## src/rtl/branch_predictor_pkg.sv

```systemverilog
// Shared counter helpers for the branch predictor: saturating counter step
// and the reset/allocate counter values, all generic in the counter width.
package bp_pkg;

  localparam int CTR_MAXW = 16;

  localparam int DEF_CTR_BITS = 2;

  function automatic logic [CTR_MAXW-1:0] ctr_reset_val(input int bits);
    return CTR_MAXW'((1 << (bits - 1)) - 1);
  endfunction

  function automatic logic [CTR_MAXW-1:0] ctr_alloc_val(input int bits);
    return CTR_MAXW'(1 << (bits - 1));
  endfunction

  localparam logic [CTR_MAXW-1:0] DEF_CTR_RESET = ctr_reset_val(DEF_CTR_BITS);
  localparam logic [CTR_MAXW-1:0] DEF_CTR_ALLOC = ctr_alloc_val(DEF_CTR_BITS);

  // Saturates at 0 and 2^bits-1; never wraps in either direction.
  function automatic logic [CTR_MAXW-1:0] ctr_next(input logic [CTR_MAXW-1:0] ctr,
                                                   input logic taken,
                                                   input int bits);
    logic [CTR_MAXW-1:0] max_v;
    max_v = CTR_MAXW'((1 << bits) - 1);
    if (taken) begin
      return (ctr >= max_v) ? max_v : ctr + CTR_MAXW'(1);
    end
    return (ctr == '0) ? '0 : ctr - CTR_MAXW'(1);
  endfunction

endpackage

```

## src/rtl/branch_predictor_if.sv

```systemverilog
// Fetch lookup and Execute training signals between the pipeline and the predictor.
interface branch_predictor_if #(
  parameter int WIDTH = 32
);
  logic [WIDTH-1:0] PC_F;
  logic             predict_taken_F;
  logic [WIDTH-1:0] predict_target_F;
  logic             update_en_E;
  logic [WIDTH-1:0] update_PC_E;
  logic             update_taken_E;
  logic [WIDTH-1:0] update_target_E;

  modport master (
    output PC_F, update_en_E, update_PC_E, update_taken_E, update_target_E,
    input  predict_taken_F, predict_target_F
  );

  modport slave (
    input  PC_F, update_en_E, update_PC_E, update_taken_E, update_target_E,
    output predict_taken_F, predict_target_F
  );
endinterface

```

## src/rtl/branch_predictor.sv

```systemverilog
// Direct-mapped BTB with per-entry saturating counters: combinational lookup
// from Fetch, single-port training from Execute, no write-to-read bypass.
module branch_predictor
  import bp_pkg::*;
#(
  parameter int WIDTH    = 32,
  parameter int ENTRIES  = 16,
  parameter int CTR_BITS = 2
) (
  input logic               clk,
  input logic               rst,
  branch_predictor_if.slave bp
);

  localparam int IDX  = $clog2(ENTRIES);
  localparam int TAGW = WIDTH - IDX - 2;

  localparam logic [CTR_BITS-1:0] CTR_RST   = CTR_BITS'(ctr_reset_val(CTR_BITS));
  localparam logic [CTR_BITS-1:0] CTR_ALLOC = CTR_BITS'(ctr_alloc_val(CTR_BITS));

  logic                r_valid  [ENTRIES];
  logic [TAGW-1:0]     r_tag    [ENTRIES];
  logic [WIDTH-1:0]    r_target [ENTRIES];
  logic [CTR_BITS-1:0] r_ctr    [ENTRIES];

  logic [IDX-1:0]      w_idx_f;
  logic [TAGW-1:0]     w_tag_f;
  logic                w_hit_f;
  logic [IDX-1:0]      w_idx_e;
  logic [TAGW-1:0]     w_tag_e;
  logic                w_hit_e;
  logic [CTR_BITS-1:0] w_ctr_trained;
  logic [3:0]          w_unused_pc_bits;

  // Instructions are word aligned, so the byte offset carries no information.
  assign w_unused_pc_bits = {bp.PC_F[1:0], bp.update_PC_E[1:0]};

  assign w_idx_f = bp.PC_F[IDX+1:2];
  assign w_tag_f = bp.PC_F[WIDTH-1:IDX+2];
  assign w_idx_e = bp.update_PC_E[IDX+1:2];
  assign w_tag_e = bp.update_PC_E[WIDTH-1:IDX+2];

  always_comb begin
    w_hit_f             = r_valid[w_idx_f] && (r_tag[w_idx_f] == w_tag_f);
    bp.predict_taken_F  = w_hit_f && r_ctr[w_idx_f][CTR_BITS-1];
    bp.predict_target_F = w_hit_f ? r_target[w_idx_f] : '0;
  end

  always_comb begin
    w_hit_e       = r_valid[w_idx_e] && (r_tag[w_idx_e] == w_tag_e);
    w_ctr_trained = CTR_BITS'(ctr_next(CTR_MAXW'(r_ctr[w_idx_e]), bp.update_taken_E, CTR_BITS));
  end

  // Each entry owns its registers; only the entry selected by the EX index is written.
  generate
    for (genvar gi = 0; gi < ENTRIES; gi++) begin : g_entry
      logic w_sel;
      assign w_sel = bp.update_en_E && (w_idx_e == IDX'(gi));

      always_ff @(posedge clk) begin
        if (rst) begin
          r_valid[gi]  <= 1'b0;
          r_tag[gi]    <= '0;
          r_target[gi] <= '0;
          r_ctr[gi]    <= CTR_RST;
        end else if (w_sel) begin
          if (w_hit_e) begin
            r_ctr[gi] <= w_ctr_trained;
            if (bp.update_taken_E) begin
              r_target[gi] <= bp.update_target_E;
            end
          end else if (bp.update_taken_E) begin
            // A not-taken miss leaves the resident entry alone.
            r_valid[gi]  <= 1'b1;
            r_tag[gi]    <= w_tag_e;
            r_target[gi] <= bp.update_target_E;
            r_ctr[gi]    <= CTR_ALLOC;
          end
        end
      end
    end
  endgenerate

endmodule
```

## src/flat_wrapper.sv

```systemverilog
// flat-port wrapper written by rule: the top's interface ports become plain ports
module branch_predictor_flat import bp_pkg::*;
#(
  parameter int WIDTH    = 32,
  parameter int ENTRIES  = 16,
  parameter int CTR_BITS = 2
)
  (clk, rst, bp_PC_F, bp_update_en_E, bp_update_PC_E, bp_update_taken_E, bp_update_target_E, bp_predict_taken_F, bp_predict_target_F);
  branch_predictor_if #(.WIDTH(WIDTH)) bp_i ();
  input logic clk;
  input logic rst;
  input wire logic [$bits(bp_i.PC_F)-1:0] bp_PC_F;
  input wire logic [$bits(bp_i.update_en_E)-1:0] bp_update_en_E;
  input wire logic [$bits(bp_i.update_PC_E)-1:0] bp_update_PC_E;
  input wire logic [$bits(bp_i.update_taken_E)-1:0] bp_update_taken_E;
  input wire logic [$bits(bp_i.update_target_E)-1:0] bp_update_target_E;
  output wire logic [$bits(bp_i.predict_taken_F)-1:0] bp_predict_taken_F;
  output wire logic [$bits(bp_i.predict_target_F)-1:0] bp_predict_target_F;
  assign bp_i.PC_F = bp_PC_F;
  assign bp_i.update_en_E = bp_update_en_E;
  assign bp_i.update_PC_E = bp_update_PC_E;
  assign bp_i.update_taken_E = bp_update_taken_E;
  assign bp_i.update_target_E = bp_update_target_E;
  assign bp_predict_taken_F = bp_i.predict_taken_F;
  assign bp_predict_target_F = bp_i.predict_target_F;
  branch_predictor #(.WIDTH(WIDTH), .ENTRIES(ENTRIES), .CTR_BITS(CTR_BITS)) u_core (.clk(clk), .rst(rst), .bp(bp_i));
endmodule
```

## config.mk

```make
export PLATFORM = sky130hd
export DESIGN_NAME = branch_predictor_flat
export DESIGN_NICKNAME = d
export VERILOG_FILES = /design/src/rtl/branch_predictor_pkg.sv /design/src/rtl/branch_predictor_if.sv /design/src/rtl/branch_predictor.sv /design/src/flat_wrapper.sv
export SDC_FILE = /design/constraint.sdc
export NUM_CORES = 1
export LEC_CHECK = 0
export CORE_MARGIN = 8
export CORE_UTILIZATION = 25
export CTS_BUF_LIST = sky130_fd_sc_hd__clkbuf_16
export DETAILED_ROUTE_END_ITERATION = 6
export SYNTH_ARGS = -nofsm -noshare
export SYNTH_HDL_FRONTEND = slang
export SYNTH_SLANG_ARGS = --single-unit
```

## constraint.sdc

```tcl
create_clock -name clk -period 6.46 [get_ports clk]
set_clock_uncertainty 0.1 [all_clocks]
set_input_delay 1.292 -clock clk [delete_from_list [all_inputs] [get_ports clk]]
set_output_delay 1.292 -clock clk [all_outputs]
set_load 0.1 [all_outputs]
```

### After elaboration in Yosys (flattened, before gate mapping)

Memory sizes are Yosys's and may differ from the RTL's.
Cells that the tools add are included.

| operators by class | value |
|---|---|
| reduce and logical (&&, ||, !) cells | 21 |
| multiplexer cells | 251 |
| equality and inequality tests | 17 |
| order comparisons | 1 |
| $add $sub $neg | 2 |
| bitwise gates (word level) | 96 |

Operator list:

| operator | number |
|---|---|
| 2-to-1 mux 32 bit | 33 |
| 2-to-1 mux 26 bit | 16 |
| 2-to-1 mux 1 bit | 166 |
| OR 1 bit | 96 |
| 2-to-1 mux 2 bit | 36 |
| equality test 26 bit | 2 |
| equality test 4 bit, second input constant | 8 |
| logical AND 1 bit | 19 |
| equality test 4 x 3 -> 1 bit, second input constant | 4 |
| equality test 4 x 2 -> 1 bit, second input constant | 2 |
| equality test 4 x 1 -> 1 bit, second input constant | 1 |
| logical NOT 4 bit | 1 |
| adder 2 x 1 -> 2 bit, second input constant | 1 |
| greater-or-equal comparator 2 bit, second input constant | 1 |
| logical NOT 2 bit | 1 |
| subtractor 2 x 1 -> 2 bit, second input constant | 1 |

| storage, ports and cells | value |
|---|---|
| flip-flop bits (word level) | 0 |
| memory bits (writable) | 976 |
| bits of input ports | 100 |
| memories | 4 |

Memories:

| name | depth | bits a word | read ports | clocked after memory_dff | write ports | RTL line | RTL |
|---|---|---|---|---|---|---|---|
| u_core.r_target | 16 | 32 | 1 | 0 | 16 | branch_predictor.sv:23 | `logic [WIDTH-1:0] r_target [ENTRIES];` |
| u_core.r_tag | 16 | 26 | 2 | 0 | 16 | branch_predictor.sv:22 | `logic [TAGW-1:0] r_tag [ENTRIES];` |
| u_core.r_ctr | 16 | 2 | 2 | 0 | 16 | branch_predictor.sv:24 | `logic [CTR_BITS-1:0] r_ctr [ENTRIES];` |
| u_core.r_valid | 16 | 1 | 2 | 0 | 16 | branch_predictor.sv:21 | `logic r_valid [ENTRIES];` |

### Logic depth before layout (Yosys ltp)

An unclocked memory read counts as a cell.

| logic depth | value |
|---|---|
| word-level depth | 9 |
| depth in mapped cells | 15 |

### Least setup slack after synthesis

Ideal clock, no wire load.

| timing | value |
|---|---|
| path type | input -> output |
| start | input port bp_PC_F[2] |
| end | output port bp_predict_target_F[0] |
| path slack | -246 ps |
| stages on the path | 10 |
| data arrival time | 5314 ps |
| buffers on the path | 3 |
| data required time | 5068 ps |
| cell sequence | clkbuf_1 -> buf_1 -> mux4_2 -> mux4_2 -> xnor2_1 -> nand4_1 -> nor4_1 -> nand4_1 -> clkbuf_1 -> nor2b_1 |

| between the ends | value |
|---|---|
| cells in the longest elaborated chain, start to end | 4 |
| elaborated cells on any way between the ends | 6 |
| those cells by class | eq/ne (1); mux (1); reduce/logical (1); memory (3) |

Ends and longest elaborated chain:

| what | RTL line | RTL |
|---|---|---|
| start, declared | flat_wrapper.sv:12 | `input wire logic [$bits(bp_i.PC_F)-1:0] bp_PC_F;` |
| memory read (16 x 26 bit) | n/a |  |
| equality test 26 bit | branch_predictor.sv:44 | `w_hit_f = r_valid[w_idx_f] && (r_tag[w_idx_f] == w_tag_f);` |
| logical AND 1 bit | branch_predictor.sv:44 |  |
| 2-to-1 mux 32 bit (*) | branch_predictor.sv:46 | `bp.predict_target_F = w_hit_f ? r_target[w_idx_f] : '0;` |
| end, declared | flat_wrapper.sv:18 | `output wire logic [$bits(bp_i.predict_target_F)-1:0] bp_predict_target_F;` |

Mark *: on every way between the ends. The rest lies on a longest branch, timed or not.

### Final worst setup path

| timing | value |
|---|---|
| start | input port bp_PC_F[2] |
| end | output port bp_predict_target_F[2] |

Same word-level chain as after synthesis.

==> flow_metrics.py <==
metrics = {
    "logic_synthesis": {
        "synthFlopType": "edfxtp_1",
        "synth_edf_count": 975,
        "ys_seq_area_share_pct": 59.43,
        "synth_cells": 3174,
        "ys_ff_latch": 976,
        "netlist_top_cells_area": "edfxtp_1 59%, mux4_2 18%, and2_1 7.4%",
        "synthDistinctLibCells": 68,
        "syn-cell-area_mm2": 0.04930,
        "yosysTopAreaCell": "edfxtp_1",
        "synth_top_cell_area_share_pct": 59.39,
        "syn_nets": 3274,
        "ys_warn_count": 0,
        "syn_avg_cell_area_um2": 15.53,
        "ys_async_sr_fraction_pct": 0,
    },
    "critical_path": {
        "path_depth": 13,
        "path_common_cell": "buf_12",
        "r2r_setup_slack_ns": 2.24,
        "required_ns": 5.07,
        "cp_max_fo": 31,
        "cp-endpoint": "bp_predict_target_F[2]",
        "worstPathArrival_ns": 4.87,
        "max_stage_delay_ns": 0.57,
        "rr_startpoint": "u_core.r_tag[11][15]",
        "end_kind": "primary output",
        "r2r_end": "u_core.r_tag[11][19]",
        "crit_start": "bp_PC_F[2]",
        "critPathTopFamily": "buffers and inverters",
        "cp-start-kind": "input pin",
        "critPathKind": "input pin to primary output",
        "path_cells": "buf_12 -> buf_12 -> mux4_2 -> mux4_2 -> xnor2_1 -> nand4_1 -> nor4_1 -> buf_4 -> nand4_1 -> buf_12 -> buf_12 -> nor2b_1 -> buf_12",
        "slowest_stage": "mux4_2",
        "rr_worst_depth": 10,
        "cp.buffers_inverters": 6,
    },
    "pwr": {
        "p_leak_uw": 0.02034,
        "cellPowerDensity_mw_per_mm2": 255.8,
        "power_uw": 14690,
        "peakVddDrop_mv": 0.2108,
    },
    "placed_design": {
        "gp_congestion": 0.8270,
        "io_buffers": 128,
        "dpl.hpwl_um": 89620,
        "dpl_cell_area_mm2": 0.05431,
    },
    "floorplan": {
        "core.rowCount": 163,
        "initial_utilization_pct": 25.08,
        "die_h_um": 460.1,
        "die_w_um": 460.1,
        "core_area_mm2": 0.1966,
        "die-area_mm2": 0.2117,
        "io_pins": 133,
    },
    "outcome": {
        "outcome": "finished with violations",
        "violations": "DRC",
    },
    "clocking": {
        "cts_made_buffers": 99,
        "ctsHoldBuffers": 0,
        "clock-sinks": 976,
        "cts_root_buf": "clkbuf_16",
        "cts_tree": "done",
        "htree_levels": 3,
        "insertion_delay_ns": 0.73,
        "post-cts-setup-buffer-count": 0,
        "cts_buffer_depth": 3,
        "path_clk_slew_ns": 0.07,
        "post_cts_resized": 1,
    },
    "routing": {
        "drt_pre_antenna_iters": 7,
        "ant_nets": 0,
        "drc_errors": 4,
        "wl_per_cell_um": 27.22,
        "viasPerCell": 5.103,
        "drt_iter0_markers": 4276,
        "vias": 30288,
        "drt-total-wl_um": 161500,
    },
    "cells_and_area": {
        "final_cell_area_mm2": 0.05742,
        "syn_to_final_growth_pct": 16.47,
        "final_nets": 3304,
        "n_fill_cell": 19592,
        "final_layout_size_suffix_gt1_share_pct": 24.46,
    },
    "timing": {
        "worstMarginPinSlew_ns": 1.264,
        "rsz0062_at_grt": "false",
        "slew_viol_final": 0,
        "timing_hold_violations_final": 0,
        "min_period_over_period_pct": 96.87,
        "finalCriticalPeriod_ns": 6.258,
        "finalSetupViolations": 0,
        "slew_headroom_pct": 15.71,
        "max_freq_ghz": 0.1598,
    },
    "flow_run": {
        "drv_cap": 0,
    },
    "grt": {
        "overflow": 0,
        "grt_max_degree": 272,
        "grt_pass1_wl_um": 228700,
        "antenna_found_initial": 44,
        "grt_pass1_vias": 30223,
        "grt_util_all_layers_pct": 14.74,
    },
    "worst_hold_path": {
        "hold_path.class": "register to register",
    },
}
## cells by family (layout without fill, tap and decap cells)
logic type                count (synthesis)  after routing  share of synthesized area [%]
AOI/OAI and AO/OA                       171            171                          2.500
xor gates and xnor gates                 43             43                         0.7639
buffers and inverters                   361            470                          3.431
DFF                                     976            976                          59.43
muxes                                   484            484                          19.83
other                                     0             12                              0
and+or+nand+nor                        1139           1139                          14.05
## metal layers
metal,global-route usage (%),up-vias,wire length (µm)
met5,0,-,69
met2,23.36,1730,75320
met4,4.454,12,4679
met3,2.940,305,16440
li1,-,12359,-
met1,20.43,15882,65040
## synth_stat cells, types with 3 or more instances
| cell | number |
|---|---|
| a22oi_1 | 16 |
| and3_1 | 357 |
| nand4_1 | 10 |
| a21oi_1 | 43 |
| a31oi_1 | 8 |
| a31o_2 | 3 |
| o2bb2ai_1 | 4 |
| buf_1 | 26 |
| buf_6 | 30 |
| nor2_1 | 36 |
| a221oi_1 | 3 |
| buf_2 | 43 |
| xor2_1 | 12 |
| edfxtp_1 | 975 |
| nor3_1 | 14 |
| nand2_1 | 61 |
| nand3_1 | 4 |
| o21a_1 | 15 |
| a21oi_2 | 3 |
| nor4_1 | 15 |
| o22ai_1 | 4 |
| and2_1 | 586 |
| a21o_1 | 17 |
| o21ai_0 | 11 |
| buf_8 | 3 |
| clkbuf_1 | 235 |
| mux4_2 | 393 |
| nand2b_1 | 5 |
| a21boi_2 | 6 |
| a22o_1 | 6 |
| mux2_2 | 10 |
| mux2i_1 | 81 |
| nor2b_1 | 38 |
| buf_4 | 6 |
| inv_1 | 15 |
| a21boi_1 | 3 |
| xnor2_1 | 31 |
| o221ai_1 | 3 |
| o211ai_1 | 3 |
## how the worst min path moves through the flow
stage	depth (start not counted)	startpoint	end	slack, ns
floorplan	1	u_core.r_valid[8]	u_core.r_valid[8]	0.34
global placement	1	u_core.r_valid[8]	u_core.r_valid[8]	0.41
detailed placement	1	u_core.r_valid[8]	u_core.r_valid[8]	0.41
CTS	1	u_core.r_valid[8]	u_core.r_valid[8]	0.43
global route	1	u_core.r_valid[8]	u_core.r_valid[8]	0.45
finish	1	u_core.r_valid[8]	u_core.r_valid[8]	0.44
## state kept, by name, indices dropped and copies added, names as in the netlist
register / flops
u_core.r_valid: 16
u_core.r_tag: 416
u_core.r_target: 512
u_core.r_ctr: 32
## layout by cell type (no fill, tap or decap), drive strengths merged, types with 45 or more instances in the layout
cell,count
edfxtp,975
and2,586
mux4,393
and3,357
buf,186
clkbuf,101
clkdlybuf4s50,86
mux2i,81
nand2,62
a21oi,46
clkinv,45
## through the flow
step                setup WS, ns  setup TNS (ns)  utilization [%]  instances  hold WS (ns)
global placement        -0.04437        -0.04437            27.62       5743        0.4120
floorplan                -0.2460          -7.480                -       3174        0.3396
CTS                      0.07102               0            29.19       5923        0.4293
detailed placement      -0.05993        -0.05993            27.62       5743        0.4090
finish                    0.2020               0            29.20       5935        0.4427
global route             0.06085               0            29.19       5925        0.4470
## area by class of cell
cell class | count | area, µm² | share of cell area, %
Clock inverter | 80 | 565.5 | 0.9850
Inverter | 17 | 63.81 | 0.1111
Sequential cell | 976 | 29300 | 51.03
Multi-Input combinational cell | 1837 | 18620 | 32.43
Tap cell | 2640 | 3303 | 5.753
Clock buffer | 100 | 2502 | 4.358
Timing Repair Buffer | 273 | 3032 | 5.280
Antenna cell | 12 | 30.03 | 0.05230
## power by group
group | total [µW] | leakage (µW) | switching [µW] | internal (µW)
clock | 5630 | 0.00160 | 2550 | 3080
combinational | 1610 | 0.00943 | 922 | 684
sequential | 7450 | 0.00931 | 131 | 7320
Note: power is estimated with default switching activity, not from simulation.
